`src/rtl/vga_pkg.sv`:
```
// Shared VGA display defaults, axis direction encoding and the per-axis
// step/clamp/flip rule used by the ball motion block.
package vga_pkg;

  localparam int H_DISPLAY_DEF = 640;
  localparam int V_DISPLAY_DEF = 480;

  typedef enum logic {
    DIR_POS = 1'b0,
    DIR_NEG = 1'b1
  } dir_e;

  typedef struct packed {
    logic [9:0] pos;
    dir_e       dir;
    logic       hit;
  } axis_t;

  // One frame of movement on a single axis; lands exactly on the limit and reverses.
  function automatic axis_t axis_step(input logic [9:0]  pos,
                                      input dir_e        dir,
                                      input logic [2:0]  speed,
                                      input logic [10:0] lo,
                                      input logic [10:0] hi);
    axis_t       r;
    logic [10:0] p11;
    logic [10:0] s11;
    r.pos = pos;
    r.dir = dir;
    r.hit = 1'b0;
    p11   = {1'b0, pos};
    s11   = {8'd0, speed};
    if (speed != 3'd0) begin
      if (dir == DIR_POS) begin
        if (p11 + s11 >= hi) begin
          r.pos = hi[9:0];
          r.dir = DIR_NEG;
          r.hit = 1'b1;
        end else begin
          r.pos = pos + {7'd0, speed};
        end
      end else begin
        if (p11 <= lo + s11) begin
          r.pos = lo[9:0];
          r.dir = DIR_POS;
          r.hit = 1'b1;
        end else begin
          r.pos = pos - {7'd0, speed};
        end
      end
    end
    return r;
  endfunction

endpackage

```
`src/rtl/ball_motion_if.sv`:
```
// Frame/button inputs and ball position outputs of the ball motion block.
interface ball_motion_if;
  logic       vsync;
  logic       btn_pause;
  logic [2:0] speed;
  logic [9:0] cx;
  logic [9:0] cy;
  logic       frame_tick;
  logic [1:0] bounce;
  logic       paused;

  modport master (output vsync, btn_pause, speed,
                  input  cx, cy, frame_tick, bounce, paused);
  modport slave  (input  vsync, btn_pause, speed,
                  output cx, cy, frame_tick, bounce, paused);
endinterface

```
`src/rtl/btn_debounce.sv`:
```
// Two-flop synchronizer followed by a consecutive-cycle debouncer for a raw pushbutton.
module btn_debounce #(
  parameter int DEBOUNCE_CYCLES = 1048576
) (
  input  logic clk,
  input  logic reset,
  input  logic din,
  output logic dout
);
  localparam int            CW       = $clog2(DEBOUNCE_CYCLES + 1);
  localparam logic [CW-1:0] CNT_LAST = CW'(DEBOUNCE_CYCLES - 1);
  localparam logic [CW-1:0] CNT_ONE  = CW'(1);

  logic [1:0]    sync_q;
  logic [CW-1:0] cnt_q;
  logic          level_q;

  // Any cycle where the synchronized input agrees with the level restarts the count.
  always_ff @(posedge clk or posedge reset) begin
    if (reset) begin
      sync_q  <= 2'b00;
      cnt_q   <= '0;
      level_q <= 1'b0;
    end else begin
      sync_q <= {sync_q[0], din};
      if (sync_q[1] != level_q) begin
        if (cnt_q == CNT_LAST) begin
          level_q <= sync_q[1];
          cnt_q   <= '0;
        end else begin
          cnt_q <= cnt_q + CNT_ONE;
        end
      end else begin
        cnt_q <= '0;
      end
    end
  end

  assign dout = level_q;
endmodule

```
`src/rtl/ball_motion.sv`:
```
// Bouncing ball position: one step per frame on each axis, pausable by a debounced button.
module ball_motion
  import vga_pkg::*;
#(
  parameter int H_DISPLAY       = H_DISPLAY_DEF,
  parameter int V_DISPLAY       = V_DISPLAY_DEF,
  parameter int RADIUS          = 16,
  parameter int DEBOUNCE_CYCLES = 1048576
) (
  input logic          clk,
  input logic          reset,
  ball_motion_if.slave bus
);
  localparam logic [10:0] XMIN = 11'(RADIUS);
  localparam logic [10:0] XMAX = 11'(H_DISPLAY - 1 - RADIUS);
  localparam logic [10:0] YMIN = 11'(RADIUS);
  localparam logic [10:0] YMAX = 11'(V_DISPLAY - 1 - RADIUS);
  localparam logic [9:0]  X_RST = 10'(H_DISPLAY / 2);
  localparam logic [9:0]  Y_RST = 10'(V_DISPLAY / 2);

  logic       vs_q;
  logic       tick_q;
  logic       btn_db;
  logic       btn_db_q;
  logic       paused_q;
  logic [9:0] cx_q;
  logic [9:0] cy_q;
  dir_e       dx_q;
  dir_e       dy_q;
  logic [1:0] bounce_q;
  axis_t      x_d;
  axis_t      y_d;

  btn_debounce #(.DEBOUNCE_CYCLES(DEBOUNCE_CYCLES)) u_btn_debounce (
    .clk   (clk),
    .reset (reset),
    .din   (bus.btn_pause),
    .dout  (btn_db)
  );

  always_comb begin
    x_d = axis_step(cx_q, dx_q, bus.speed, XMIN, XMAX);
    y_d = axis_step(cy_q, dy_q, bus.speed, YMIN, YMAX);
  end

  // paused_q seen here is the pre-edge value, so a coincident toggle affects the next frame.
  always_ff @(posedge clk or posedge reset) begin
    if (reset) begin
      vs_q     <= 1'b0;
      tick_q   <= 1'b0;
      btn_db_q <= 1'b0;
      paused_q <= 1'b0;
      cx_q     <= X_RST;
      cy_q     <= Y_RST;
      dx_q     <= DIR_POS;
      dy_q     <= DIR_POS;
      bounce_q <= 2'b00;
    end else begin
      vs_q     <= bus.vsync;
      tick_q   <= bus.vsync & ~vs_q;
      btn_db_q <= btn_db;
      if (btn_db && !btn_db_q) begin
        paused_q <= ~paused_q;
      end
      bounce_q <= 2'b00;
      if (tick_q && !paused_q) begin
        cx_q     <= x_d.pos;
        dx_q     <= x_d.dir;
        cy_q     <= y_d.pos;
        dy_q     <= y_d.dir;
        bounce_q <= {y_d.hit, x_d.hit};
      end
    end
  end

  assign bus.cx         = cx_q;
  assign bus.cy         = cy_q;
  assign bus.frame_tick = tick_q;
  assign bus.bounce     = bounce_q;
  assign bus.paused     = paused_q;
endmodule

```
`src/flat_wrapper.sv`:
```
// flat-port wrapper written by rule: the top's interface ports become plain ports
module ball_motion_flat import vga_pkg::*;
#(
  parameter int H_DISPLAY       = H_DISPLAY_DEF,
  parameter int V_DISPLAY       = V_DISPLAY_DEF,
  parameter int RADIUS          = 16,
  parameter int DEBOUNCE_CYCLES = 1048576
)
  (clk, reset, bus_vsync, bus_btn_pause, bus_speed, bus_cx, bus_cy, bus_frame_tick, bus_bounce, bus_paused);
  ball_motion_if bus_i ();
  input logic clk;
  input logic reset;
  input wire logic [$bits(bus_i.vsync)-1:0] bus_vsync;
  input wire logic [$bits(bus_i.btn_pause)-1:0] bus_btn_pause;
  input wire logic [$bits(bus_i.speed)-1:0] bus_speed;
  output wire logic [$bits(bus_i.cx)-1:0] bus_cx;
  output wire logic [$bits(bus_i.cy)-1:0] bus_cy;
  output wire logic [$bits(bus_i.frame_tick)-1:0] bus_frame_tick;
  output wire logic [$bits(bus_i.bounce)-1:0] bus_bounce;
  output wire logic [$bits(bus_i.paused)-1:0] bus_paused;
  assign bus_i.vsync = bus_vsync;
  assign bus_i.btn_pause = bus_btn_pause;
  assign bus_i.speed = bus_speed;
  assign bus_cx = bus_i.cx;
  assign bus_cy = bus_i.cy;
  assign bus_frame_tick = bus_i.frame_tick;
  assign bus_bounce = bus_i.bounce;
  assign bus_paused = bus_i.paused;
  ball_motion #(.H_DISPLAY(H_DISPLAY), .V_DISPLAY(V_DISPLAY), .RADIUS(RADIUS), .DEBOUNCE_CYCLES(DEBOUNCE_CYCLES)) u_core (.clk(clk), .reset(reset), .bus(bus_i));
endmodule
```
`config.mk`:
```
export PLATFORM = sky130hd
export DESIGN_NAME = ball_motion_flat
export DESIGN_NICKNAME = d
export VERILOG_FILES = /design/src/rtl/vga_pkg.sv /design/src/rtl/ball_motion_if.sv /design/src/rtl/btn_debounce.sv /design/src/rtl/ball_motion.sv /design/src/flat_wrapper.sv
export SDC_FILE = /design/constraint.sdc
export NUM_CORES = 1
export LEC_CHECK = 0
export BUFFER_PORTS_ARGS = -buffer_cell sky130_fd_sc_hd__buf_2
export CORE_ASPECT_RATIO = 0.75
export CORE_MARGIN = 2
export CORE_UTILIZATION = 45
export CTS_BUF_LIST = sky130_fd_sc_hd__clkbuf_16
export CTS_CLUSTER_SIZE = 30
export DETAILED_ROUTE_END_ITERATION = 12
export HOLD_SLACK_MARGIN = 0.06
export PLACE_DENSITY = 0.71
export SLEW_MARGIN = 25
export SYNTH_ARGS = -nofsm -noshare
export SYNTH_HDL_FRONTEND = slang
export SYNTH_HIERARCHICAL = 1
export SYNTH_SLANG_ARGS = --single-unit
```
`constraint.sdc`:
```
create_clock -name clk -period 3.56 [get_ports clk]
set_clock_uncertainty 0.2 [all_clocks]
set_input_delay 0.534 -clock clk [delete_from_list [all_inputs] [get_ports clk]]
set_output_delay 0.534 -clock clk [all_outputs]
set_load 0.01 [all_outputs]
```
==> results of run 1 <==
Yosys cell counts (all sizes together), types with 2 or more instances:
| cell type | instances | share of area [%] |
|---|---|---|
| dfrtp | 46 | 30 |
| nor2 | 42 | 4.1 |
| nand2 | 32 | 3.2 |
| o21ai | 26 | 3.5 |
| inv | 24 | 2.4 |
| xnor2 | 23 | 5.3 |
| a21oi | 19 | 2.5 |
| nand3 | 14 | 1.8 |
| nor3 | 14 | 1.8 |
| ha | 13 | 4.2 |
| buf | 12 | 2.1 |
| clkbuf | 12 | 1.2 |
| a31oi | 9 | 1.9 |
| or3 | 9 | 1.7 |
| xor2 | 9 | 2.1 |
| nand4 | 8 | 1.9 |
| nor2b | 8 | 1.3 |
| nor4 | 8 | 1.3 |
| o211ai | 8 | 1.9 |
| o31ai | 8 | 1.6 |
| a22oi | 6 | 1.5 |
| dfstp | 6 | 4.1 |
| nand2b | 6 | 0.98 |
| o22ai | 5 | 0.82 |
| a211oi | 4 | 0.78 |
| and3 | 4 | 0.65 |
| fa | 4 | 2.1 |
| or4 | 4 | 0.98 |
| and4 | 3 | 0.69 |
| mux2i | 3 | 0.78 |
| nor4b | 3 | 0.69 |
| o21bai | 3 | 0.59 |
| o311ai | 3 | 0.69 |
| a211o | 2 | 0.46 |
| a21o | 2 | 0.39 |
| a311o | 2 | 0.52 |
| a31o | 2 | 0.46 |
| mux2 | 2 | 0.59 |
| nand4b | 2 | 0.46 |
| nor3b | 2 | 0.52 |
| o2111ai | 2 | 0.46 |
| o21a | 2 | 0.39 |
| o311a | 2 | 0.52 |
kinds of logic (layout without fill, tap and decap cells):
| logic type | count (synthesis) | count (layout) | share of synthesized area, % |
|---|---|---|---|
| multiplexers | 5 | 5 | 1.37 |
| flip-flops | 52 | 52 | 34.2 |
| AO/OA/AOI/OAI | 117 | 117 | 21.9 |
| XOR/XNOR | 32 | 32 | 7.32 |
| buffers and inverters | 49 | 70 | 5.69 |
| adder cells (fa/ha/maj) | 17 | 17 | 6.34 |
| AND/OR/NAND/NOR | 164 | 164 | 23.2 |
registers in the layout (all words and copies together) (netlist names):
signal                        count
u_core/u_btn_debounce/cnt_q      21
u_core/bus.cx                    10
u_core/bus.cy                    10
u_core/bus.bounce                 2
u_core/u_btn_debounce/sync_q      2
u_core/btn_db_q                   1
u_core/bus.frame_tick             1
u_core/bus.paused                 1
u_core/dx_q                       1
u_core/dy_q                       1
u_core/u_btn_debounce/dout        1
u_core/vs_q                       1
per-layer routing:
| metal | track usage, % | routed length, um | vias up | share of wire [%] |
|---|---|---|---|---|
| li1 | - | - | 1636 | - |
| met1 | 28.3 | 4330 | 1622 | 47 |
| met2 | 33.9 | 4280 | 117 | 47 |
| met3 | 3.63 | 455 | 13 | 5.0 |
| met4 | 5.00 | 106 | 0 | 1.2 |
| met5 | 0 | 0 | - | 0 |
cell usage in the layout, fill, tap and decap left out, types with 13 or more instances in the layout:
master   instances
dfrtp_1         46
nor2_1          42
nand2_1         31
buf_2           30
inv_1           24
xnor2_1         23
a21oi_1         19
o21ai_0         16
nor3_1          14
nand3_1         14
ha_1            13
metrics by stage:
| step | instances | hold WS [ns] |
|---|---|---|
| finish | 565 | 0.115 |
| global route | 565 | 0.135 |
| CTS | 565 | 0.136 |
| detailed placement | 557 | 0.144 |
| global placement | 557 | 0.140 |
| floorplan | 436 | 0.131 |
final timing paths:
check	from	end	slack (ns)	cells past startpoint
min	reset	u_core/bus.cx[5]	0.11	2
min reg2reg	u_core/u_btn_debounce/sync_q[0]	u_core/u_btn_debounce/sync_q[1]	0.16	0
max reg2reg	u_core/bus.cx[0]	u_core/bus.cx[2]	0.66	10
min in group clk	bus_btn_pause	u_core/u_btn_debounce/sync_q[0]	0.15	1
max	bus_speed[0]	u_core/bus.cx[2]	0.66	11
max in group asynchronous	reset	u_core/u_btn_debounce/cnt_q[0]	2.35	2
report_power, final:
part	switching [mW]	leakage, nW	internal, mW
logic	0.737	0.972	0.540
clock network	0.216	0.0712	0.259
registers	0.230	0.663	0.702
layout make-up:
class | instances | area, sq um | area share, %
clock inverter | 3 | 20.0 | 0.477
timing repair buffer | 37 | 203 | 4.83
multi-input combinational | 335 | 2310 | 55.1
tap | 108 | 135 | 3.22
inverter | 25 | 93.8 | 2.24
clock buffer | 5 | 125 | 2.98
sequential | 52 | 1310 | 31.2
==> flow_summary.ini, run 1 <==
[outcome]
status = completed

[floorplanning]
fp.dieW_um = 111
start_util_pct = 45.9
fp-row-count = 29
die_h_um = 83.9
core_sq_um = 8350
pin_count = 31
dieArea_sq_um = 9270

[logic_synthesis]
synth_edf_count = 0
ys_ff_latch = 52
synth_ff_type = dfrtp_1
synth_fp_nets = 460
ys_warn_count = 6
synth_area_per_cell_sq_um = 8.78
postSynth.asyncResetShare_pct = 100
ys_seq_area_share_pct = 34.2
netlist_instances = 436
synth_area_sq_um = 3830
synthDistinctLibCells = 77

[detailed_routing]
routed_via_density = 6.00
vias = 3388
drtPass1Iterations = 5
drt_iter0_markers = 219
detail_route.wirelength_mm = 9.17
ant_nets = 0
drcViolationCount = 0
wire_per_inst_um = 16.2

[timing]
grt_setup_unrepaired = false
worst_pin_slew_ns = 0.909
fin_crit_sh_pct = 81.5
slew_headroom_pct = 39.4
setup_violations = 0
hold_viol_final = 0
max_freq_mhz = 345
setup_slack_ns = 0.660
fin_tns_setup_ns = 0
fin_crit_ns = 2.90
slew_viol_final = 0

[setup_path]
worst_path_dominant_cell_family = compound AO/OA/AOI/OAI gates
critPathKind = in -> reg
path_cells = buf_2, ha_1, inv_1, fa_1, o21ba_2, nor3_1, buf_4, and3b_1, o21ai_0, o211ai_4, a31oi_1
worstPathRequired_ns = 3.49
critPathCaptureType = flop
max_stage_delay_ns = 0.44
start_kind = primary input
crit_buf_inv = 3
crit_slowest_cell = fa_1
critPathMaxFanout = 7
cp.arrival_ns = 2.83

[cts]
post_cts_resized = 0
clockBufferDepth = 2
cts_buffers = 5
cts_tree = done
cts.sink_count = 52
hold_buffers = 0
clk_latency_ns = 0.29
cts.htree.levels = 2
cts_setup_buffers = 0
clkSlewWorstSetupHoldPaths_ns = 0.07
clockRootBuffer = clkbuf_16

[global_route]
grt_overflow = 0
grt_max_degree = 29
grt_pass1_vias = 3206
grt_pass1_wl_mm = 15.8
grt.total_usage_pct = 20.5
antenna_found_initial = 0

[placement]
dpl_cell_area_sq_um = 4050
gp_congestion = 0.938
dp_hpwl_mm = 6.51
dp_slack_ns = 0.388
port_buffers = 30

[power_and_ir_drop]
power_mw = 2.68
leakage_nw = 1.71
power.density_nw_per_um2 = 640
ir_drop_mv = 0.409

[finish]
diodes = 0
fin_util_pct = 50.3
finish.instance_area_sq_um = 4200
fin_nets = 480
area_growth_pct = 9.58
fill_cells = 818
layout-drive-gt1-share_pct = 14.9

[worst_hold_path]
hold_class = in -> async

[flow_run]
drv_cap = 0
No activity file was read; power rests on OpenSTA's default activity.
==> inputs of run 2 (changes only) <==
- clock period: 3.56 -> 2.78 ns (I/O delays scaled with it)
==> run 2 against run 1 <==
Effect of this change: critical path depth fell by 3; global-route usage rose by 0.83 points; largest cell class unchanged; first-iteration DRC count rose by 12%; die area did not move; setup slack got worse by 0.57 ns; wire length rose by 6.6%; combinational power rose by 59%; final area rose by 9.2%; hold slack improved by 0.041 ns; power rose by 43%.
==> flow_summary.ini, run 2 (synthesis results as in run 1) <==
[outcome]
status = completed

[floorplanning]
fp-row-count = 29
start_util_pct = 45.9
die_h_um = 83.9
dieArea_sq_um = 9270
fp.dieW_um = 111
core_sq_um = 8350
pin_count = 31

[timing]
slew_headroom_pct = 39.0
hold_viol_final = 0
grt_setup_unrepaired = true
max_freq_mhz = 372
fin_tns_setup_ns = 0
hold_slack_ns = 0.156
worst_pin_slew_ns = 0.914
fin_crit_ns = 2.69
fin_crit_sh_pct = 96.7
slew_viol_final = 0
setup_violations = 0
setup_slack_ns = 0.0914

[cts]
clockRootBuffer = clkbuf_16
clk_latency_ns = 0.30
clkSlewWorstSetupHoldPaths_ns = 0.07
cts_buffers = 5
cts.htree.levels = 2
cts_tree = done
cts.sink_count = 52
clockBufferDepth = 2

[power_and_ir_drop]
intPower_mw = 2.18
power.density_nw_per_um2 = 837
seq_power_share_pct = 30.4
leakage_nw = 1.90
share_comb_of_total_power_pct = 52.9
ir_drop_mv = 0.564
power.net_switching_mw = 1.66
power_frac_clock_pct = 16.8
power_mw = 3.84
switching_share_pct = 43.2

[detailed_routing]
drtPass1Iterations = 5
detail_route.wirelength_mm = 9.77
routed_via_density = 5.89
wire_per_inst_um = 16.1
vias = 3567
drt_iter0_markers = 245
drcViolationCount = 0
ant_nets = 0

[placement]
port_buffers = 30
dp_hpwl_mm = 6.97
gp_congestion = 0.971
dp_cells = 590
dp_slack_ns = -0.114
dpl_cell_area_sq_um = 4300

[global_route]
grt_overflow = 0
grt_pass1_vias = 3330
grt_pass1_wl_mm = 16.3
antenna_found_initial = 0
grt.total_usage_pct = 21.4
grt_max_degree = 31

[setup_path]
r2r-start = u_core/bus.cx[0]
crit_start = u_core/bus.cx[0]
r2r_setup_slack_ns = 0.09
worstReg2RegEnd = u_core/bus.cx[7]
worstPathRequired_ns = 2.78
critPathMaxFanout = 4
start_kind = flop
critPathCaptureType = flop
endpoint = u_core/bus.cx[7]
cp.arrival_ns = 2.69
worst_r2r_path_depth = 8
critPathKind = reg -> reg

[finish]
fin_cells = 606
fin_nets = 521
top_register = u_core/u_btn_debounce/cnt_q
area_growth_pct = 19.7
layout-drive-gt1-share_pct = 24.1
diodes = 0
finish.instance_area_sq_um = 4580
fin_util_pct = 54.9
layout_commonest_cell = dfrtp_1
largest_reg_flops = 21
final_cell_mix = 46 x dfrtp_1, 44 x buf_4, 42 x nor2_1

[worst_hold_path]
hold_class = reg -> reg

[flow_run]
drv_cap = 0
-- run 2: cell types whose count changed in the layout (fill, tap and decap cells not counted), moves of 2 or more --
cell | previous run | this run
buf_4 | 7 | 44
dlygate4sd3_1 | 0 | 3
fa_1 | 4 | 1
fa_2 | 0 | 3
a211oi_1 | 4 | 2
a211oi_2 | 0 | 2
nor3_1 | 14 | 12
nor3_2 | 0 | 2
-- run 2: routing by layer --
metal  up-vias  global-route usage, %  wire, um
met5         -                      0         0
li1       1724                      -         -
met3        19                   4.28       506
met2       118                   32.7      4450
met4         0                   6.48       179
met1      1706                   30.6      4630
-- run 2: worst min path at each step --
stage | start | depth (start not counted) | end
2_1_floorplan | u_core/u_btn_debounce/sync_q[0] | 0 | u_core/u_btn_debounce/sync_q[1]
3_3_place_gp | u_core/u_btn_debounce/sync_q[0] | 0 | u_core/u_btn_debounce/sync_q[1]
3_5_place_dp | u_core/u_btn_debounce/sync_q[0] | 0 | u_core/u_btn_debounce/sync_q[1]
4_1_cts | u_core/u_btn_debounce/sync_q[0] | 0 | u_core/u_btn_debounce/sync_q[1]
5_1_grt | u_core/u_btn_debounce/sync_q[0] | 0 | u_core/u_btn_debounce/sync_q[1]
6_report | u_core/u_btn_debounce/sync_q[0] | 0 | u_core/u_btn_debounce/sync_q[1]
-- run 2: cell type report --
cell class	count	area, sq um
fillers	755	3760
multi-input cells	336	2380
flip-flops and latches	52	1310
repair buffers	77	510
well taps	108	135
clock buffers	5	125
inverters	25	93.8
clock inverters	3	27.5
-- run 2: power by group through the flow --
stage / logic [mW] / registers (mW) / clock network (mW)
3_5_place_dp: 1.89 / 1.17 / 0
2_1_floorplan: 1.31 / 1.08 / 0
6_report: 2.03 / 1.16 / 0.644
3_3_place_gp: 1.86 / 1.16 / 0
4_1_cts: 1.91 / 1.16 / 0.661
5_1_grt: 2.22 / 1.19 / 0.698
-- run 2: worst max-delay path, cell delays in order, from the launching register on --
cell	delay [ns]
dfrtp_1	0.43
ha_1	0.22
buf_4	0.13
nor3b_2	0.15
or3_1	0.44
nand2_1	0.12
mux2_2	0.35
or4_1	0.43
o311ai_1	0.11
-- run 2: timing repair --
item / 4_1_cts / 5_1_grt
hold endpoints to repair: 24 / 0
hold buffers: 3 / 0
gates resized for setup: 0 / 14
setup buffers: 0 / 4
setup endpoints to repair: 0 / 22
==> inputs of run 3 (changes only) <==
- CORE_UTILIZATION: 45 -> 55
- PLACE_DENSITY: 0.71 -> 0.82
==> run 3 against run 2 <==
Effect of this change: critical path depth is 1 higher; register-to-register slack lost 0.04 ns; clock power is 11% higher; setup slack got worse by 0.038 ns; die area shrank 17%; power up 3.5%; sequential power about the same; fmax is 1.4% lower; critical path type unchanged.
==> flow_summary.ini, run 3 (synthesis results as in run 1) <==
[outcome]
status = completed

[timing]
setup_slack_ns = 0.0539
hold_viol_final = 0
worst_pin_slew_ns = 0.845
max_freq_mhz = 367
fin_tns_setup_ns = 0
slew_viol_final = 0
fin_crit_sh_pct = 98.1
fin_crit_ns = 2.73
slew_headroom_pct = 43.3
grt_setup_unrepaired = true
setup_violations = 0

[global_route]
grt_max_degree = 29
grt_pass1_vias = 3540
grt.total_usage_pct = 27.5
antenna_found_initial = 0
grt_overflow = 0
grt_pass1_wl_mm = 17.1

[detailed_routing]
drcViolationCount = 0
ant_nets = 0
routed_via_density = 6.35
detail_route.wirelength_mm = 10.4
drtPass1Iterations = 5
drt_iter0_markers = 282
vias = 3768
wire_per_inst_um = 17.5

[finish]
top_register = u_core/u_btn_debounce/cnt_q
fin_nets = 532
largest_reg_flops = 21
area_growth_pct = 20.9
layout_commonest_cell = buf_4
layout-drive-gt1-share_pct = 24.8
diodes = 0
final_cell_mix = 54 x buf_4, 45 x dfrtp_1, 42 x nor2_1

[setup_path]
r2r-start = u_core/bus.cy[0]
path_cells = ha_1, inv_1, fa_2, nor2_1, o211ai_1, nand2_1, a311o_1, a31oi_4, a41oi_2
r2r_setup_slack_ns = 0.05
worstPathRequired_ns = 2.74
worstReg2RegEnd = u_core/bus.cy[2]
critPathMaxFanout = 9
max_stage_delay_ns = 0.53
cp.arrival_ns = 2.68
crit_slowest_cell = fa_2
start_kind = flop
worst_r2r_path_depth = 9
critPathKind = reg -> reg
critPathCaptureType = flop

[floorplanning]
core_sq_um = 6770
start_util_pct = 56.6
pin_count = 31
dieArea_sq_um = 7650
die_h_um = 76.3
fp-row-count = 26
fp.dieW_um = 100

[cts]
clockRootBuffer = clkbuf_16
clk_latency_ns = 0.29
cts_tree = done
clkSlewWorstSetupHoldPaths_ns = 0.07
cts_buffers = 5
clockBufferDepth = 2
cts.htree.levels = 2
cts.sink_count = 52

[worst_hold_path]
hold_depth = 0
hold_path_end = u_core/u_btn_debounce/sync_q[1]
hold_class = reg -> reg
hold_path.startpoint = u_core/u_btn_debounce/sync_q[0]

[placement]
port_buffers = 30
dp_slack_ns = -0.0760
gp_congestion = 0.922
dp_hpwl_mm = 7.30

[power_and_ir_drop]
ir_drop_mv = 0.553
power.density_nw_per_um2 = 858
leakage_nw = 1.95

[flow_run]
drv_cap = 0
[run 3: changes by cell type in the layout (fill, tap and decap cells not counted), sizes merged]
cell,previous run,this run
clkinv,2,3
a31oi,10,9
buf,74,86
bufinv,0,1
inv,25,23
[run 3: where the power goes]
part | total [mW] | internal (mW) | switching, mW | leakage [nW]
logic | 2.07 | 0.973 | 1.09 | 1.21
clock network | 0.715 | 0.424 | 0.291 | 0.0798
registers | 1.19 | 0.900 | 0.290 | 0.663
total | 3.97 | 2.30 | 1.68 | 1.95
[run 3: worst max-delay path: cells and delay by family (launching register included)]
family,cells,cell delay [ns]
AO/OA/AOI/OAI,4,1.09
adder cells (fa/ha/maj),2,0.71
flip-flops,1,0.40
AND/OR/NAND/NOR,2,0.13
buffers and inverters,1,0.06
[run 3: cell type report]
cell class,count,area (sq um)
multi-input cells,335,2350
flip-flops and latches,52,1310
inverters,25,93.8
clock buffers,5,125
repair buffers,89,608
well taps,84,105
clock inverters,3,42.5
fillers,512,2140
[run 3: per-stage QoR]
| step | instances | utilization, % | hold slack (ns) | cell area, sq um | power, mW |
|---|---|---|---|---|---|
| final | 593 | 68.4 | 0.151 | 4630 | 3.97 |
| after global routing | 593 | 68.4 | 0.161 | 4630 | 4.21 |
| after CTS | 590 | 67.4 | 0.152 | 4560 | 3.86 |
| after detailed placement | 579 | 64.5 | 0.136 | 4370 | 3.11 |
| after global placement | 579 | 64.5 | 0.147 | 4370 | 3.05 |
| after floorplan | 436 | - | 0.131 | 3830 | 2.39 |
[run 3: worst max-delay path by stage]
stage,from,end
after floorplan,bus_speed[1],u_core/bus.cx[7]
after global placement,bus_speed[0],u_core/bus.cx[0]
after detailed placement,bus_speed[0],u_core/bus.cx[2]
after CTS,u_core/bus.cx[0],u_core/bus.cx[0]
after global routing,u_core/bus.cy[2],u_core/bus.cy[3]
final,u_core/bus.cy[0],u_core/bus.cy[2]
[run 3: repair_timing]
item,in CTS,in global routing
endpoints found under the setup margin,0,13
buffers inserted,0,3
hold endpoints to repair,24,0
hold buffers,3,0
resized for setup,0,14
[run 3: metal layers]
layer | vias up | track usage (%) | part of all wire, %
met4 | 0 | 7.95 | 2.4
met3 | 32 | 4.31 | 7.8
li1 | 1741 | - | -
met2 | 204 | 42.8 | 47
met5 | - | 0 | 0
met1 | 1791 | 39.7 | 43
